--- config.mk ---
export PLATFORM = sky130hd
export DESIGN_NAME = add_pipe
export DESIGN_NICKNAME = d
export VERILOG_FILES = /design/src/rtl/add_pipe.sv
export SDC_FILE = /design/constraint.sdc
export NUM_CORES = 1
export LEC_CHECK = 0
export ABC_AREA = 1
export BUFFER_PORTS_ARGS = -buffer_cell sky130_fd_sc_hd__buf_2
export CAP_MARGIN = 20
export CORE_MARGIN = 5
export CORE_UTILIZATION = 35
export DETAILED_ROUTE_END_ITERATION = 10
export HOLD_SLACK_MARGIN = 0.15
export PLACE_DENSITY = 0.53
export SYNTH_ARGS = -nofsm -noshare
export SYNTH_HDL_FRONTEND = slang
export SYNTH_SLANG_ARGS = --single-unit
--- constraint.sdc ---
create_clock -name i_clk -period 7.9 [get_ports i_clk]
set_clock_uncertainty 0.1 [all_clocks]
set_input_delay 0.395 -clock i_clk [delete_from_list [all_inputs] [get_ports i_clk]]
set_output_delay 0.395 -clock i_clk [all_outputs]
set_load 0.01 [all_outputs]
--- src/rtl/add_pipe.sv ---
// add_pipe: WIDTH-bit add with carry-in, resolved one SEG_W segment per stage behind valid/ready.
// Optional ADD_PIPE_SUB_EN adds i_sub, turning the operation into A - B - i_carry.
module add_pipe #(
    parameter int WIDTH = 48,
    parameter int SEG_W = 16
) (
    input  logic             i_clk,
    input  logic             i_rst,
    input  logic             i_valid,
    output logic             o_ready,
    input  logic [WIDTH-1:0] i_data_one,
    input  logic [WIDTH-1:0] i_data_two,
    input  logic             i_carry,
`ifdef ADD_PIPE_SUB_EN
    input  logic             i_sub,
`endif
    output logic             o_valid,
    input  logic             i_ready,
    output logic [WIDTH-1:0] o_data,
    output logic             o_carry
);
    localparam int STAGES = WIDTH / SEG_W;

    if ((WIDTH % SEG_W) != 0 || WIDTH < SEG_W) begin : g_bad_width
        $error("add_pipe: WIDTH must be a non-zero integer multiple of SEG_W");
    end

    logic [WIDTH-1:0] b_eff;
    logic             cin_eff;

`ifdef ADD_PIPE_SUB_EN
    // B is inverted once on entry, so each operation carries its mode in its own operand bits.
    assign b_eff   = i_sub ? ~i_data_two : i_data_two;
    assign cin_eff = i_carry ^ i_sub;
`else
    assign b_eff   = i_data_two;
    assign cin_eff = i_carry;
`endif

    logic [STAGES-1:0] v;
    logic [STAGES-1:0] adv;
    logic [STAGES-1:0] cry;
    logic [WIDTH-1:0]  res [STAGES];
    logic [WIDTH-1:0]  opa [STAGES];
    logic [WIDTH-1:0]  opb [STAGES];
    logic [SEG_W:0]    sum [STAGES];

    // A stage advances unless it and every stage downstream of it is full and the sink stalls.
    always_comb begin : p_adv
        logic full_above;
        full_above = 1'b1;
        adv        = '0;
        for (int k = STAGES - 1; k >= 0; k--) begin
            full_above = full_above & v[k];
            adv[k]     = i_ready | ~full_above;
        end
    end

    always_comb begin
        sum[0] = {1'b0, i_data_one[SEG_W-1:0]} + {1'b0, b_eff[SEG_W-1:0]}
               + {{SEG_W{1'b0}}, cin_eff};
        for (int k = 1; k < STAGES; k++) begin
            sum[k] = {1'b0, opa[k-1][k*SEG_W +: SEG_W]} + {1'b0, opb[k-1][k*SEG_W +: SEG_W]}
                   + {{SEG_W{1'b0}}, cry[k-1]};
        end
    end

    always_ff @(posedge i_clk or posedge i_rst) begin
        if (i_rst) begin
            v   <= '0;
            cry <= '0;
            for (int k = 0; k < STAGES; k++) begin
                res[k] <= '0;
                opa[k] <= '0;
                opb[k] <= '0;
            end
        end else begin
            if (adv[0]) begin
                v[0] <= i_valid;
                if (i_valid) begin
                    res[0]            <= '0;
                    res[0][SEG_W-1:0] <= sum[0][SEG_W-1:0];
                    cry[0]            <= sum[0][SEG_W];
                    opa[0]            <= i_data_one;
                    opb[0]            <= b_eff;
                end
            end
            // Data registers only load behind a valid entry; empty stages keep stale contents.
            for (int k = 1; k < STAGES; k++) begin
                if (adv[k]) begin
                    v[k] <= v[k-1];
                    if (v[k-1]) begin
                        res[k]                   <= res[k-1];
                        res[k][k*SEG_W +: SEG_W] <= sum[k][SEG_W-1:0];
                        cry[k]                   <= sum[k][SEG_W];
                        opa[k]                   <= opa[k-1];
                        opb[k]                   <= opb[k-1];
                    end
                end
            end
        end
    end

    assign o_ready = adv[0];
    assign o_valid = v[STAGES-1];
    assign o_data  = res[STAGES-1];
    assign o_carry = cry[STAGES-1];

endmodule

==> results.md, run 1 <==
- Outcome: completed
- Synth area leader: dfrtp_1
- TritonRoute pass-1 iters: 4
- Prevailing post-synth register cell: dfrtp_1
- Fin util: 0.423
- H-tree Lvls: 4
- Ys Warns: 0
- Synth top cells by count: 689 x nand2_1, 198 x dfrtp_1, 143 x inv_1
- Routed length per instance: 12.6 um
- FF-to-FF Start: v[2]
- Final setup fails: 0
- Vias per std cell: about 4.4
- RD Place Congestion: between 0.8 and 0.9
- Final Instance Area: ~13000 um2
- Seq/Total Area, Yosys: 0.470
- Post-synth EDFFs: 0
- RSZ-0062 raised after global routing: false
- Post-Syn Instances: between 1000 and 1500
- Ranking of synthesized cells by area: dfrtp_1 47%, nand2_1 25%, ha_1 5.3%
- Worst slew pin tran: 929 ps
- Power Density: between 200 and 300 nW/um2
- Number of I/O port buffers: between 150 and 200
- WS Path Type: input port to flip-flop
- Tot GR Track Use: 0.152
- Total negative slack: 0 ps
- Post-DP HPWL: 17.5 mm
- Pleak: between 0.007 and 0.008 uW
- Switching Share: 0.357
- Pin count of the biggest net entering global routing: between 150 and 200
- Clock power share: 0.260
- Max transition margin: 0.380
- Cell internal pwr: 2140 uW
- Area grow syn2layout: 19.2%
- CTS Buf Count: 17
- Antenna Violating Nets Remaining: 0
- # nets final: between 1500 and 2000
- CP Max Fanout: between 90 and 100
- Syn Std Cell Area: between 10000 and 15000 um2
- Chip Width: around 180 um
- WP data arrival: a little under 3000 ps
- Initial core utilization: 0.355
- Reg area: 4950 um2
- Top-count cell post-synth: nand2_1
- FFs w/ async S/R, synth: 1.00
- DRC: 0
- Hold Vio Cnt, Final: 0
- Total setup buffers inserted after CTS: 0
- Multi-input gate area: 4470 um2
- Syn_nets: 1551
- Initial antenna violation count: 0
- First-pass GRT wire length: roughly 42 mm
- Max cap viols: 0
- Synthesized area per cell: around 7.5 um2
- Std cell rows: 63
- Critical path origin: i_ready
- Fmax: between 0.3 and 0.4 GHz
- VDD IR max: roughly 0.00016 V
- DR iter-0 viols: approximately 350
- Clock Sinks: ~200
- Root Driver: clkbuf_16
- #FFs+latches synth: 198
- Final hold slack: approximately 230 ps
- Psw: 1190 uW
- CP Launch Type: input port
- Post-cts resize count: 0
- Critical Path Sink Type: flip-flop
- Fraction of layout cells with a size suffix above 1: 0.129
- Number of global-route vias before repair: ~8400
- Hold-fix buffers, CTS: between 60 and 70
- Placed cell areas: between 10000 and 15000 um2
- CTS tree: yes
- Logic pwr share: 0.312
- Fin crit share: 0.345
- Final Critical Period: ~2700 ps
- Tot Pwr: between 3000 and 4000 uW
- Clock slew at the register clock pins of the worst setup and hold paths: 70 ps
- Diode count: 0
- Detailed Route WL: between 20 and 25 mm
- Hold Crit Class: input port to flip-flop
- Library cells used by synthesis: 30
- Core area: around 30000 um2
- Sequential share of power: 0.427
- Worst-skew pair later-pin latency: 440 ps
- I/O Pins: around 150
- Congestion Overflow GR: 0
- Hold Path Origin: i_carry
- CTS Buffer Depth: 2
- Die area: around 34000 um2
- Slew Viols, Final: 0
- Fillcell total: around 3100
- Die height: between 150 and 200 um
- CP Data Required Time: between 8000 and 9000 ps
- Vias: 8589
- Share of Yosys cell area claimed by the top area cell type: 0.470
worst paths after layout:
| kind | slack (ps) | cells after the start | endpoint |
|---|---|---|---|
| worst max-delay path | 5170 | 11 | cry[0] |
| worst min-delay path | 230 | 4 | res[96] |
| worst max register to register | 5350 | 8 | cry[0] |
| worst min register to register | 370 | 2 | res[57] |
| max in group asynchronous | 5820 | 5 | opa[126] |
| min in group asynchronous | 410 | 3 | v[2] |
layout make-up:
class	instances	share of cell area
sequential	198	0.394
clock inverter	13	0.0108
timing repair buffer	225	0.120
multi-input combinational	968	0.356
tap	390	0.0388
clock buffer	19	0.0360
inverter	145	0.0439
kinds of logic after synthesis:
group,share of synthesized area
adder cells (fa/ha/maj),0.0648
buffers and inverters,0.106
XOR/XNOR,0.00997
flip-flops,0.470
AO/OA/AOI/OAI,0.0397
AND/OR/NAND/NOR,0.310
per-stage QoR:
| stage | setup WS (ps) | instances |
|---|---|---|
| final | 5170 | 1958 |
| after global routing | 4860 | 1958 |
| after CTS | 5120 | 1956 |
| after floorplan | 2010 | 1399 |
| after global placement | 5030 | 1857 |
| after detailed placement | 5170 | 1858 |
worst max-delay path, cell delays in order:
cell           delay, ps
dlygate4sd3_1        520
buf_2                 90
inv_1                 50
nand3_2               80
nor2_2                60
nor2_4                60
buf_4                720
inv_2                460
buf_12               320
nor2_1               100
a21oi_1               70
metal layers:
metal / vias up / track usage / share of wire
met5: - / 0 / 0
met4: 0 / 0.0423 / 0.015
met3: 22 / 0.0301 / 0.037
met2: 128 / 0.245 / 0.47
met1: 3889 / 0.208 / 0.48
li1: 4550 / - / -
state kept, by name, indices dropped and copies added, names as in the netlist:
| signal | flops |
|---|---|
| o_data | 48 |
| cry | 3 |
| opa | 48 |
| v | 3 |
| res | 48 |
| opb | 48 |
cells in the final DEF (no fill, tap or decap), drive strengths merged:
| cell type | count |
|---|---|
| clkinv | 3 |
| nand3 | 58 |
| nor3 | 11 |
| xor2 | 1 |
| nand3b | 8 |
| nor2 | 37 |
| or2 | 11 |
| bufinv | 1 |
| fa | 6 |
| inv | 152 |
| clkbuf | 19 |
| nand2 | 690 |
| ha | 45 |
| a21o | 1 |
| a21oi | 25 |
| o21ai | 57 |
| and2 | 4 |
| clkinvlp | 2 |
| buf | 158 |
| nand4 | 3 |
| dlygate4sd3 | 67 |
| dfrtp | 198 |
| xnor2 | 11 |
power groups by stage:
stage / clock (uW) / combinational [uW] / sequential, uW
CTS: 903 / 1060 / 1430
detailed placement: 0 / 1030 / 1450
global route: 943 / 1210 / 1460
global placement: 0 / 1020 / 1440
finish: 868 / 1040 / 1420
floorplan: 0 / 859 / 1400
Power figures use the tool's default switching activity.
==> run 2, diff against run 1 <==
--- a/config.mk
+++ b/config.mk
@@ -12,7 +12,7 @@
 export CORE_UTILIZATION = 35
 export DETAILED_ROUTE_END_ITERATION = 10
 export HOLD_SLACK_MARGIN = 0.15
-export PLACE_DENSITY = 0.53
+export PLACE_DENSITY = 0.55
 export SYNTH_ARGS = -nofsm -noshare
 export SYNTH_HDL_FRONTEND = slang
 export SYNTH_SLANG_ARGS = --single-unit
==> constraint.sdc (replaced) <==
create_clock -name i_clk -period 2.35 [get_ports i_clk]
set_clock_uncertainty 0.1 [all_clocks]
set_input_delay 0.1175 -clock i_clk [delete_from_list [all_inputs] [get_ports i_clk]]
set_output_delay 0.1175 -clock i_clk [all_outputs]
set_load 0.01 [all_outputs]
==> results.md, run 2 (synthesized netlist as in run 1, its figures left out) <==
- Number of global-route vias before repair: 8900 (+6.2%)
- Slew Viols, Final: 0 (unchanged)
- Root Driver: clkbuf_16
- Final setup fails: 0 (unchanged)
- Clock slew at the register clock pins of the worst setup and hold paths: 80 ps (about the same)
- Crit-path cells: dlygate4sd3_1 -> buf_2 -> ha_1 -> dlygate4sd3_1 -> nand2_1 -> dlygate4sd3_1 -> nand3_1 -> o21ai_0
- Power Density: 864 nW/um2 (+230%)
- Post-DP HPWL: 18.0 mm (+2.7%)
- Reg area: 4950 um2 (unchanged)
- Placed cell areas: 11400 um2 (+1.3%)
- RSZ-0062 raised after global routing: false
- Final hold slack: 178 ps (-53.7 ps)
- Number of I/O port buffers: 151 (unchanged)
- I/O Pins: 152 (unchanged)
- Final Critical Period: approximately 2200 ps
- Total setup buffers inserted after CTS: 0 (unchanged)
- Die height: 184 um (unchanged)
- Antenna Violating Nets Remaining: 0 (unchanged)
- RD Place Congestion: 0.832 (+1.9%)
- Outcome: completed
- Max cap viols: 0 (unchanged)
- Critical Path Sink: res[98]
- Core area: 29700 um2 (unchanged)
- Most frequent cells in the layout: 688 x nand2_1, 198 x dfrtp_1, 151 x buf_2, 142 x inv_1, 105 x dlygate4sd3_1
- CP Max Fanout: 4 (-96%)
- H-tree Lvls: 4 (unchanged)
- Fin crit share: 0.953
- Pleak: 0.00728 uW (+2.8%)
- Routed length per instance: 12.7 um (+0.87%)
- Chip Width: 184 um (unchanged)
- CTS Buffer Depth: 2 (unchanged)
- Vias per std cell: 4.42 (+0.67%)
- Worst slew pin tran: 667 ps (-262 ps)
- Vias: 8854 (+3.1%)
- Hold Vio Cnt, Final: 0 (unchanged)
- Fillcell total: 3025 (-2.6%)
- CP dominant cell by count: dlygate4sd3_1
- CTS Buf Count: 17 (unchanged)
- Critical-path top delay cell: dlygate4sd3_1
- Fmax: 0.446 GHz
- Hold Crit Class: input port to flip-flop
- Fin worst setup slack: 109 ps (-5060 ps)
- Pre-CTS setup slack: 103 ps (-5070 ps)
- Diode count: 0 (unchanged)
- Fraction of layout cells with a size suffix above 1: 0.133 (+0.00304)
- Initial antenna violation count: 0 (unchanged)
- CP Launch Type: input port
- Critical path origin: i_data_two[2]
- Die area: 33700 um2 (unchanged)
- First-pass GRT wire length: 43.6 mm (+4.6%)
- CTS tree: yes
- Area grow syn2layout: 23.9%
- WP data arrival: 2450 ps (-510 ps)
- Detailed Route WL: 25.5 mm (+3.3%)
- Clock Sinks: 198 (unchanged)
- Critical Path Sink Type: flip-flop
- TritonRoute pass-1 iters: 5 (+1)
- Flop2flop setup slack: 160 ps (-5190 ps)
- Hold-critical path depth: 6 (+2)
- Reg2reg end: o_data[38]
- DRC: 0 (unchanged)
- Cell count of the worst reg-to-reg path: 9 (+1)
- WS Path Type: input port to flip-flop
- # nets final: 1754 (+2.8%)
- Worst-skew pair later-pin latency: 440 ps (about the same)
- Crit-path max cell delay: 570 ps (-150 ps)
- Fin util: 0.439 (+0.0164)
- FF-to-FF Start: cry[1]
- Std cell rows: 63 (unchanged)
- DR iter-0 viols: 386 (+11%)
- Pin count of the biggest net entering global routing: 82 (-47%)
- Max transition margin: 0.555 (+0.175)
- VDD IR max: 0.000483 V (+200%)
- Tot GR Track Use: 0.157 (+0.00537)
- Multi-input gate area: 4480 um2 (+0.17%)
- Final Instance Area: 13100 um2 (+3.9%)
- Initial core utilization: 0.355 (unchanged)
- Most common cell after layout, fill and taps aside: nand2_1
- Congestion Overflow GR: 0 (unchanged)
- CP Data Required Time: 2560 ps (-5570 ps)
## run 2: cell count changes in the layout (fill, tap and decap cells not counted), sizes merged
cell	change
clkinv	+2
dlygate4sd3	+38
bufinv	-1
clkinvlp	+1
buf	+9
inv	-1
clkbuf	-1
## run 2: critical path, delay by kind of cell
kind,cells,cell delay [ps]
fa+ha+maj,1,310
buf+inv,4,1790
compound gates,1,80
simple gates,2,160
## run 2: what timing repair did
| item | CTS | global route |
|---|---|---|
| resized for setup | 0 | 3 |
| hold buffers | 105 | 0 |
| endpoints found under the setup margin | 0 | 5 |
| endpoints found under the hold margin | 241 | 0 |
## run 2: power breakdown
part,total (uW),switching [uW],internal [uW]
Combinational,3610,2150,1460
Sequential,4830,542,4290
Clock,2840,1430,1410
Total,11300,4120,7160
## run 2: layer usage
metal  wire length, um  GRT usage  part of all wire
met3               966     0.0259             0.038
met5                 0          0                 0
met4               296     0.0411             0.012
met2             12200      0.265              0.48
met1             12100      0.211              0.47
## run 2: cell type report
type | count | area share
sequential | 198 | 0.380
multi-input combinational | 968 | 0.343
timing repair buffer | 272 | 0.154
inverter | 145 | 0.0420
tap | 390 | 0.0374
clock buffer | 18 | 0.0329
clock inverter | 14 | 0.0106
## run 2: worst min path at each step
stage	slack [ps]	from	to
finish	180	i_data_one[14]	cry[0]
global route	210	i_data_one[6]	res[102]
CTS	160	i_data_one[14]	res[110]
detailed placement	20	i_rst	opb[134]
global placement	20	i_rst	opb[134]
floorplan	130	i_data_one[47]	opa[143]
## run 2: per-stage QoR
stage	instances	power, uW	TNS, ps
global route	2005	12200	0
CTS	2005	11400	0
floorplan	1399	7600	-84720
global placement	1868	8330	0
detailed placement	1868	8370	0
finish	2005	11300	0
==> run 3, diff against run 2 <==
==> constraint.sdc (replaced) <==
create_clock -name i_clk -period 2.35 [get_ports i_clk]
set_clock_uncertainty 0.1 [all_clocks]
set_input_delay 0.3525 -clock i_clk [delete_from_list [all_inputs] [get_ports i_clk]]
set_output_delay 0.3525 -clock i_clk [all_outputs]
set_load 0.01 [all_outputs]
==> results.md, run 3 (synthesized netlist as in run 1, its figures left out) <==
- Met3 global-route usage: 0.0303 (+0.00435)
- First-pass GRT wire length: 41.9 mm (-4.1%)
- WP data arrival: 2390 ps (-60 ps)
- Crit-path leading delay family: adder cells
- Critical Path Sink Type: flip-flop
- Max transition margin: 0.550 (-0.00529)
- Std cell rows: 63 (unchanged)
- WS Path Type: flip-flop to flip-flop
- CP Max Fanout: 4 (unchanged)
- Post-DP HPWL: 17.8 mm (-0.99%)
- Critical path origin: cry[0]
- Most common cell after layout, fill and taps aside: nand2_1
- Initial core utilization: 0.355 (unchanged)
- Fillcell total: 3033 (+0.26%)
- Flop2flop setup slack: 170 ps (about the same)
- CTS tree: yes
- FF-to-FF Start: cry[0]
- Critical-path top delay cell: dfrtp_1
- Power Density: 899 nW/um2 (+4.0%)
- Vias: 8580 (-3.1%)
- Die height: 184 um (unchanged)
- Worst slew pin tran: 675 ps (+7.93 ps)
- Fin util: 0.425 (-0.0141)
- Slew Viols, Final: 0 (unchanged)
- Clock Sinks: 198 (unchanged)
- Max cap viols: 0 (unchanged)
- TritonRoute pass-1 iters: 4 (-1)
- Initial antenna violation count: 0 (unchanged)
- RD Place Congestion: 0.841 (+1.1%)
- Most frequent cells in the layout: 688 x nand2_1, 198 x dfrtp_1, 151 x buf_2, 142 x inv_1, 67 x dlygate4sd3_1
- Chip Width: 184 um (unchanged)
- Final Instance Area: 12600 um2 (-3.2%)
- Vias per std cell: 4.38 (-0.92%)
- Detailed Route WL: 25.4 mm (-0.63%)
- # nets final: 1711 (-2.5%)
- Worst-skew pair later-pin latency: 440 ps (about the same)
- H-tree Lvls: 4 (unchanged)
- I/O Pins: 152 (unchanged)
- Number of I/O port buffers: 151 (unchanged)
- Diode count: 0 (unchanged)
- GRT Max-Usage Layer: met2
- DR iter-0 viols: 404 (+4.7%)
- Buf+Inv Stages, Crit Path: 0 (-4)
- Cell count of the worst reg-to-reg path: 9 (unchanged)
- Root Driver: clkbuf_16
- CP dominant cell by count: nand2_1
- Crit-path cells: fa_2 -> fa_2 -> nand2_1 -> nand2_1 -> nand3_1 -> nand2_1 -> or2_2 -> nand3_1 -> o21ai_0
- Met2 Track Usage GR: 0.256 (-0.00868)
- CP Launch Type: flip-flop
- Hold Vio Cnt, Final: 0 (unchanged)
- Total setup buffers inserted after CTS: 0 (unchanged)
- Placed cell areas: 11400 um2 (-0.55%)
- CTS Buffer Depth: 2 (unchanged)
- Crit-path max cell delay: 410 ps (-160 ps)
- Die area: 33700 um2 (unchanged)
- Clock slew at the register clock pins of the worst setup and hold paths: 70 ps (about the same)
- DRC: 0 (unchanged)
- Antenna Violating Nets Remaining: 0 (unchanged)
- Critical Path Sink: res[70]
- Fmax: 0.458 GHz (+2.7%)
- Hold Crit Class: input port to flip-flop
- VDD IR max: 0.000525 V (+8.7%)
- Final Critical Period: 2180 ps (-58.9 ps)
- Congestion Overflow GR: 0 (unchanged)
- Number of global-route vias before repair: 8467 (-4.9%)
- Fraction of layout cells with a size suffix above 1: 0.134 (+0.00117)
- Post-Layout Cell Count: 1961 (-2.2%)
- Reg2reg end: res[70]
- Fin crit share: 0.928 (-0.0251)
- Tot GR Track Use: 0.153 (-0.00385)
- Core area: 29700 um2 (unchanged)
- Final setup fails: 0 (unchanged)
- Pleak: 0.00710 uW (-2.4%)
- DP Cell Count: 1863 (-0.27%)
- CTS Buf Count: 17 (unchanged)
- Worst path depth: 9 (+1)
- Final hold slack: 195 ps (+17.3 ps)
- CP Data Required Time: 2560 ps (about the same)
- Routed length per instance: 12.9 um (+1.6%)
- Pin count of the biggest net entering global routing: 119 (+45%)
- Met1 usage: 0.204 (-0.00616)
- RSZ-0062 raised after global routing: false
- Outcome: completed
- Area grow syn2layout: 19.9%
-- run 3: changes by cell type in the layout (fill, tap and decap cells not counted), sizes merged --
cell,delta
dlygate4sd3,-38
buf,-5
bufinv,+2
clkbuf,-1
clkinv,-1
clkinvlp,-1
-- run 3: tightest hold or removal path, cell delays in order --
cell     delay [ps]
buf_2            90
fa_1            150
nand2_1          50
nand2_1          60
-- run 3: worst min path at each step --
stage	end	cells past startpoint	slack [ps]	from
after floorplan	o_data[0]	2	340	res[48]
after global routing	res[96]	4	200	i_carry
final	res[96]	4	200	i_carry
after CTS	res[97]	4	180	i_data_two[1]
after global placement	o_data[16]	2	350	res[64]
after detailed placement	res[62]	2	350	res[110]
-- run 3: routing by layer --
| metal | wire length (um) | vias up |
|---|---|---|
| met5 | 0 | - |
| met4 | 309 | 0 |
| met3 | 927 | 16 |
| met2 | 12000 | 127 |
| met1 | 12100 | 3889 |
| li1 | - | 4548 |
-- run 3: repair_timing --
item                       CTS  global route
hold endpoints to repair   265             0
gates resized for setup      0             4
hold buffers                67             0
setup endpoints to repair    0             5
-- run 3: metrics by stage --
step	setup TNS, ps	setup slack [ps]	total power, uW
finish	0	168	11400
floorplan	-131250	-663	7600
global placement	0	52.7	8310
global route	0	30.4	12200
CTS	0	65.2	11500
detailed placement	0	20.1	8380
-- run 3: where the power goes --
part | switching (uW) | internal (uW) | total, uW
Clock | 1390 | 1600 | 2990
Sequential | 542 | 4290 | 4830
Combinational | 2140 | 1390 | 3530
-- run 3: cell type report --
class                   instances  area (um2)  area share
multi-input cells             968        4480       0.355
inverters                     145         548      0.0434
flip-flops and latches        198        4950       0.392
well taps                     390         488      0.0386
clock buffers                  17         425      0.0337
clock inverters                14         165      0.0131
repair buffers                229        1570       0.124
